**config.mk**
```make
export PLATFORM = sky130hd
export DESIGN_NAME = serial2parallel_flat
export DESIGN_NICKNAME = d
export VERILOG_FILES = /design/src/rtl/serial2parallel_if.sv /design/src/rtl/serial2parallel.sv /design/src/flat_wrapper.sv
export SDC_FILE = /design/constraint.sdc
export NUM_CORES = 1
export LEC_CHECK = 0
export ABC_AREA = 1
export ABC_CLOCK_PERIOD_IN_PS = 1300
export CAP_MARGIN = 20
export CORE_AREA = 5 5 42 44
export DETAILED_ROUTE_END_ITERATION = 10
export DIE_AREA = 0 0 47 49
export PLACE_DENSITY_LB_ADDON = 0.08
export SYNTH_ARGS = -nofsm -noshare
export SYNTH_HDL_FRONTEND = slang
export SYNTH_SLANG_ARGS = --single-unit
```
**constraint.sdc**
```tcl
create_clock -name clk -period 1.3 [get_ports clk]
set_input_delay 0.325 -clock clk [delete_from_list [all_inputs] [get_ports clk]]
set_output_delay 0.325 -clock clk [all_outputs]
set_load 0.01 [all_outputs]
```
**src/rtl/serial2parallel_if.sv**
```systemverilog
// ============================================================================
// Module   : serial2parallel_if
// Purpose  : Serial-in / parallel-out bus between a bit-stream source and the
//            deserializer. The parity_err line exists only with S2P_PARITY_EN.
// Revision : 1.0 - initial release
// ============================================================================
`default_nettype none

interface serial2parallel_if #(
  parameter int DATA_WIDTH = 4
);
  logic                  serin;
  logic                  start;
  logic                  ready;
  logic [DATA_WIDTH-1:0] parout;
  logic                  valid;
  logic                  busy;
  logic                  overrun;
`ifdef S2P_PARITY_EN
  logic                  parity_err;
`endif

  // master: bit-stream source and word consumer; slave: the deserializer
  modport master (
    output serin, start, ready,
    input  parout, valid, busy, overrun
`ifdef S2P_PARITY_EN
    , input parity_err
`endif
  );

  modport slave (
    input  serin, start, ready,
    output parout, valid, busy, overrun
`ifdef S2P_PARITY_EN
    , output parity_err
`endif
  );
endinterface

`default_nettype wire

```
**src/rtl/serial2parallel.sv**
```systemverilog
// ============================================================================
// Module   : serial2parallel
// Purpose  : MSB-first serial-to-parallel converter with valid/ready output,
//            restart on start, sticky overrun. Define S2P_PARITY_EN to add an
//            even-parity bit per frame and the parity_err flag.
// Revision : 1.0 - initial release
// ============================================================================
`default_nettype none

module serial2parallel #(
  parameter int DATA_WIDTH = 4
) (
  input  wire logic          clk,
  input  wire logic          reset,
  serial2parallel_if.slave   bus
);

  localparam int CW = (DATA_WIDTH > 1) ? $clog2(DATA_WIDTH) : 1;
  localparam logic [CW-1:0] C_LAST = CW'(DATA_WIDTH - 1);
`ifdef S2P_PARITY_EN
  localparam int SW = DATA_WIDTH;
`else
  // The last data bit is taken straight from serin, so one bit less is stored
  localparam int SW = DATA_WIDTH - 1;
`endif

  typedef enum logic [1:0] {
    IDLE   = 2'd0,
    SHIFT  = 2'd1
`ifdef S2P_PARITY_EN
    , PARITY = 2'd2
`endif
  } state_t;

  state_t                r_state;
  state_t                w_next_state;
  logic [CW-1:0]         r_cnt;
  logic [SW-1:0]         r_shift;
  logic [DATA_WIDTH-1:0] r_parout;
  logic                  r_valid;
  logic                  r_overrun;
  logic [SW:0]           w_cat;
  logic [DATA_WIDTH-1:0] w_word;
  logic                  w_complete;
  logic                  w_load;
  logic                  w_drop;
`ifdef S2P_PARITY_EN
  logic                  r_parity_err;
  logic                  w_perr;
`endif

  assign w_cat = {r_shift, bus.serin};
`ifdef S2P_PARITY_EN
  assign w_word = r_shift;
  assign w_perr = ^w_cat;
`else
  assign w_word = w_cat;
`endif

  always_ff @(posedge clk or negedge reset) begin
    if (!reset) r_state <= IDLE;
    else        r_state <= w_next_state;
  end

  always_comb begin
    w_next_state = r_state;
    w_complete   = 1'b0;
    case (r_state)
      IDLE: begin
        if (bus.start) w_next_state = SHIFT;
      end
      SHIFT: begin
        if (bus.start) begin
          w_next_state = SHIFT;
        end else if (r_cnt == C_LAST) begin
`ifdef S2P_PARITY_EN
          w_next_state = PARITY;
`else
          w_next_state = IDLE;
          w_complete   = 1'b1;
`endif
        end
      end
`ifdef S2P_PARITY_EN
      PARITY: begin
        if (bus.start) begin
          w_next_state = SHIFT;
        end else begin
          w_next_state = IDLE;
          w_complete   = 1'b1;
        end
      end
`endif
      default: w_next_state = IDLE;
    endcase
  end

  assign w_load = w_complete && (!r_valid || bus.ready);
  assign w_drop = w_complete && r_valid && !bus.ready;

  always_ff @(posedge clk or negedge reset) begin
    if (!reset) begin
      r_cnt        <= '0;
      r_shift      <= '0;
      r_parout     <= '0;
      r_valid      <= 1'b0;
      r_overrun    <= 1'b0;
`ifdef S2P_PARITY_EN
      r_parity_err <= 1'b0;
`endif
    end else begin
      // start wins over everything: a restart discards any partial frame
      if (bus.start) begin
        r_cnt   <= '0;
        r_shift <= '0;
      end else if (r_state == SHIFT) begin
        r_shift <= w_cat[SW-1:0];
        r_cnt   <= (r_cnt == C_LAST) ? '0 : r_cnt + CW'(1);
      end

      if (w_load) begin
        r_parout     <= w_word;
        r_valid      <= 1'b1;
`ifdef S2P_PARITY_EN
        r_parity_err <= w_perr;
`endif
      end else if (r_valid && bus.ready) begin
        r_valid <= 1'b0;
      end

      if (w_drop) r_overrun <= 1'b1;
    end
  end

  assign bus.parout     = r_parout;
  assign bus.valid      = r_valid;
  assign bus.busy       = (r_state != IDLE);
  assign bus.overrun    = r_overrun;
`ifdef S2P_PARITY_EN
  assign bus.parity_err = r_parity_err;
`endif

endmodule

`default_nettype wire

```
**src/flat_wrapper.sv**
```systemverilog
// flat-port wrapper written by rule: the top's interface ports become plain ports
module serial2parallel_flat 
#(
  parameter int DATA_WIDTH = 4
)
  (clk, reset, bus_serin, bus_start, bus_ready, bus_parout, bus_valid, bus_busy, bus_overrun);
  serial2parallel_if #(.DATA_WIDTH(DATA_WIDTH)) bus_i ();
  input  wire logic clk;
  input  wire logic reset;
  input wire logic [$bits(bus_i.serin)-1:0] bus_serin;
  input wire logic [$bits(bus_i.start)-1:0] bus_start;
  input wire logic [$bits(bus_i.ready)-1:0] bus_ready;
  output wire logic [$bits(bus_i.parout)-1:0] bus_parout;
  output wire logic [$bits(bus_i.valid)-1:0] bus_valid;
  output wire logic [$bits(bus_i.busy)-1:0] bus_busy;
  output wire logic [$bits(bus_i.overrun)-1:0] bus_overrun;
  assign bus_i.serin = bus_serin;
  assign bus_i.start = bus_start;
  assign bus_i.ready = bus_ready;
  assign bus_parout = bus_i.parout;
  assign bus_valid = bus_i.valid;
  assign bus_busy = bus_i.busy;
  assign bus_overrun = bus_i.overrun;
  serial2parallel #(.DATA_WIDTH(DATA_WIDTH)) u_core (.clk(clk), .reset(reset), .bus(bus_i));
endmodule
```
## Yosys cells after proc, flatten, opt, wreduce, memory -nomap -nowiden

Cells that the tools add are included.

| word-level totals | value |
|---|---|
| word-level logic and storage cells | 37 |
| bits of input ports | 5 |
| register bits after elaboration | 13 |
| output and inout bits | 7 |

| operators by class | value |
|---|---|
| multiplexer cells | 14 |
| equal/unequal tests | 4 |
| reductions and logical operators | 12 |
| add/subtract/negate cells | 1 |

Operators by type and width:

| cell | number |
|---|---|
| 2-to-1 mux 2 bit | 6 |
| 2-to-1 mux 3 bit | 2 |
| nonzero test 2 bit | 3 |
| 2-to-1 mux 1 bit | 5 |
| logical AND 1 bit | 4 |
| one-hot mux 2 bit (2 select lines) | 1 |
| inequality test 3 bit, second input constant | 1 |
| adder 2 x 1 -> 2 bit, second input constant | 1 |
| == test 2 x 1 -> 1 bit, second input constant | 1 |
| == test 2 bit, second input constant | 1 |
| zero test 1 bit | 2 |
| zero test 2 bit | 1 |
| inequality test 2 bit, second input constant | 1 |
| AND reduction 2 bit | 1 |
| logical OR 1 bit | 1 |

## Longest topological paths before layout

| depth | value |
|---|---|
| word-level depth | 6 |
| gate-level depth with buffers | 5 |
| mapped depth without buffers | 5 |

## Worst setup path after synthesis

OpenSTA, ideal clock, no wires.

| timing path | value |
|---|---|
| path type | reg2reg |
| from | register u_core.r_cnt[0] |
| to | register u_core.r_parout[0], in the netlist u_core.bus.parout[0] |
| library setup time | 0.117 ns |
| required time | 1.183 ns |
| data arrival time | 0.843 ns |
| path buffers | 0 |
| setup slack | 0.340 ns |
| clock period less this slack | 0.960 ns |
| cell stages (with the launch flop) | 5 |
| path through | dfrtp_1 > ha_1 > nand3_4 > nand2_1 > nand2_1 |

| on the way | value |
|---|---|
| cells in the longest elaborated chain, start to end | 5 |

Ends and longest elaborated chain:

| item | line | source |
|---|---|---|
| start: declaration | serial2parallel.sv:37 | `logic [CW-1:0] r_cnt;` |
| start signal: assignment | serial2parallel.sv:118 | `r_cnt <= (r_cnt == C_LAST) ? '0 : r_cnt + CW'(1);` |
| == test 2 bit | serial2parallel.sv:75 | `end else if (r_cnt == C_LAST) begin` |
| 2-to-1 mux 1 bit | serial2parallel.sv:75 |  |
| 2-to-1 mux 1 bit | serial2parallel.sv:73 | `if (bus.start) begin` |
| 2-to-1 mux 1 bit | serial2parallel.sv:68 | `case (r_state)` |
| logical AND 1 bit | serial2parallel.sv:98 | `assign w_load = w_complete && (!r_valid \|\| bus.ready);` |
| end signal: assignment | serial2parallel.sv:122 | `r_parout <= w_word;` |
| end: declaration | serial2parallel.sv:39 | `logic [DATA_WIDTH-1:0] r_parout;` |

No other way between the ends.
A chain may end at the register's enable or synchronous reset.

## Worst setup path in the final report

| timing path | value |
|---|---|
| from | register u_core.r_state[0] |
| to | output port bus_busy |

| on the way | value |
|---|---|
| cells in the longest elaborated chain, start to end | 1 |

Ends and longest elaborated chain:

| item | line | source |
|---|---|---|
| start: declaration | serial2parallel.sv:35 | `state_t r_state;` |
| start signal: assignment | serial2parallel.sv:62 | `else r_state <= w_next_state;` |
| nonzero test 2 bit | serial2parallel.sv:137 | `assign bus.busy = (r_state != IDLE);` |
| end: declaration | flat_wrapper.sv:15 | `output wire logic [$bits(bus_i.busy)-1:0] bus_busy;` |

No other way between the ends.

==> flow_metrics.py <==
metrics = {
    "yosys": {
        "synth-seq-cells": 12,
        "yosysTopAreaCellShare": 0.588,
        "avgSynthCellArea_um2": 10.4,
        "syn-num-nets": 55,
        "yosysSeqAreaShare": 0.588,
        "syn_inst": 49,
        "yosys.area.top_type": "dfrtp_1",
        "ys_warn_count": 0,
        "synth-main-ff-cell": "dfrtp_1",
        "synthMostInstantiatedCell": "nand2_1",
        "synthTopCellsByCount": "nand2_1 (14), dfrtp_1 (12), nand4_1 (4)",
        "async_flop_share": 1.00,
        "syn-cell-area_um2": 510,
        "yosysUniqueCellTypes": 17,
        "synth_area_leaders": "dfrtp_1 (59%), nand2_1 (10%), nand4_1 (4.9%), nor2_8 (3.9%), nand3_4 (3.4%)",
        "synth_edf_count": 0,
    },
    "routing": {
        "first_iter_violations": 7,
        "via_per_inst": 4.78,
        "drt_first_pass_iters": 4,
        "wl_per_cell_um": 10.9,
        "wl_um": 880,
        "drtAntennaViolNets": 0,
        "dr_total_vias": 387,
        "drcViolationCount": 0,
    },
    "timing": {
        "rsz0062_at_grt": "false",
        "fin_crit_ps": 1250,
        "timing.final.ws_setup_ps": 46.0,
        "worst_slew_pin_slew_ps": 317,
        "finClkSkew_ps": 0.890,
        "setup_viol_count_final": 0,
        "fmax_mhz": 797,
        "hold_viol": 0,
        "relSlewSlack": 0.788,
        "tns_ps": 0,
        "fin_crit_sh": 0.965,
        "finalMaxSlewViolations": 0,
    },
    "placed_design": {
        "pre_cts_ws_ps": -105,
        "post-dp-hpwl_um": 719,
        "place.port_buffers": 11,
        "routabilityCongestion": 0.749,
    },
    "floorplanning": {
        "coreArea_um2": 1400,
        "initial_utilization": 0.364,
        "die_height_um": 49,
        "ios": 12,
        "rows": 14,
        "dieArea_um2": 2300,
        "die_x_um": 47,
    },
    "grt": {
        "grt_max_degree": 13,
        "antenna_found_initial": 0,
        "grt_usage": 0.0947,
        "overflow": 0,
        "grt_pass1_vias": 369,
        "grt_first_pass_wirelength_mm": 1.59,
    },
    "setup_path": {
        "path_delay_family": "flip-flops",
        "worstPathArrival_ps": 930,
        "critPathCaptureType": "primary output",
        "crit_slowest_cell": "dfrtp_1",
        "path_cells": "dlygate4sd2_1",
        "crit_type": "flip-flop to primary output",
        "cp_max_fo": 2,
        "cp-start-kind": "flip-flop",
        "critPathMaxStageDelay_ps": 380,
        "path_buf_inv": 1,
        "crit_required_ps": 980,
    },
    "clock_network": {
        "insertion_delay_ps": 260,
        "hold_buffers": 0,
        "post-cts-setup-buffer-count": 0,
        "cts-buffers-inserted": 3,
        "cts.sinks": 12,
        "htree_levels": 1,
        "cts-resized-gates": 7,
        "cts_tree": "yes",
        "cts.clk_slew.worst_paths_ps": 60,
        "clockBufferDepth": 2,
        "cts_root_buf": "clkbuf_4",
    },
    "power": {
        "p_leak_nw": 0.347,
        "power_density_nw_per_um2": 1790,
        "vdd_drop_max_mv": 0.737,
    },
    "hold_path": {
        "hold_class": "primary input to asynchronous set/reset pin",
    },
    "run_status": {
        "status": "finished, final reports clean",
    },
    "layout": {
        "antenna_cells": 0,
        "syn_to_final_growth_pct": 31.1,
        "drive_gt1_frac": 0.185,
        "layout.nets": 73,
    },
    "run": {
        "maxCapViolCount": 0,
    },
}
[sequential cells by signal, indices dropped and copies added (netlist names)]
register and count:
u_core.r_state 1, u_core.r_shift 3, u_core.r_cnt 2, u_core.bus.overrun 1
u_core.bus.parout 4, u_core.bus.valid 1
[logic make-up (layout without fill, tap and decap cells)]
family	count (synthesis)	in the layout	synth area share
adders and majority gates	1	1	0.0245
DFF	12	12	0.588
AOI/OAI and AO/OA	6	6	0.0735
buffers and inverters	5	21	0.0368
and+or+nand+nor	25	25	0.277
[routing by layer]
metal  vias up  part of all wire  track usage
met5         -                 0            0
li1        201                 -            -
met1       172              0.45        0.130
met2        12              0.45        0.124
met4         0            0.0068       0.0553
met3         2             0.097       0.0332
[cell usage in the layout, fill, tap and decap left out]
cell type / synthesis / layout
o21ai_0: 1 / 1
nand2_1: 14 / 14
o21bai_2: 1 / 1
ha_1: 1 / 1
a21oi_1: 1 / 1
dlygate4sd2_1: 0 / 7
clkdlybuf4s50_1: 0 / 4
buf_4: 0 / 2
dfrtp_1: 12 / 12
nor2_1: 1 / 1
inv_1: 2 / 2
o22ai_1: 1 / 1
inv_2: 2 / 2
clkbuf_4: 0 / 3
nand3_4: 1 / 1
nor2_8: 1 / 1
clkinv_1: 1 / 1
nand4_1: 4 / 4
o21ai_1: 2 / 2
nand2_2: 2 / 2
nand3_1: 2 / 2
[worst paths after layout]
| check | cells after the start | endpoint | slack, ps | from |
|---|---|---|---|---|
| max | 1 | bus_busy | 50 | u_core.r_state[0] |
| min | 2 | u_core.bus.valid | 360 | reset |
| max reg2reg | 4 | u_core.bus.parout[3] | 220 | u_core.r_cnt[0] |
| min reg2reg | 2 | u_core.bus.parout[2] | 470 | u_core.bus.parout[2] |
| max in group asynchronous | 2 | u_core.bus.parout[2] | 790 | reset |
| min in group clk | 2 | u_core.bus.parout[2] | 470 | u_core.bus.parout[2] |
[power breakdown]
group	internal, mW	total [mW]	leakage, nW	switching, mW
clock	0.107	0.208	0.0138	0.102
combinational	0.195	0.428	0.178	0.233
sequential	0.496	0.560	0.155	0.0640
[final cells by class]
class                      instances  area (um^2)
fill                             152          732
sequential                        12          300
multi-input combinational         32          191
timing repair buffer              13          116
clock buffer                       3         22.5
tap                               16         20.0
inverter                           5         18.8
[through the flow]
step	power [mW]	hold slack (ps)	utilization	std cells	instance area, um^2
after detailed placement	1.07	462	0.468	78	656
after global routing	1.30	377	0.478	81	669
after floorplan	0.815	29.4	-	49	510
after global placement	1.06	455	0.468	78	656
after CTS	1.23	358	0.478	81	669
final	1.20	362	0.478	81	669
No activity file was read; power rests on OpenSTA's default activity.
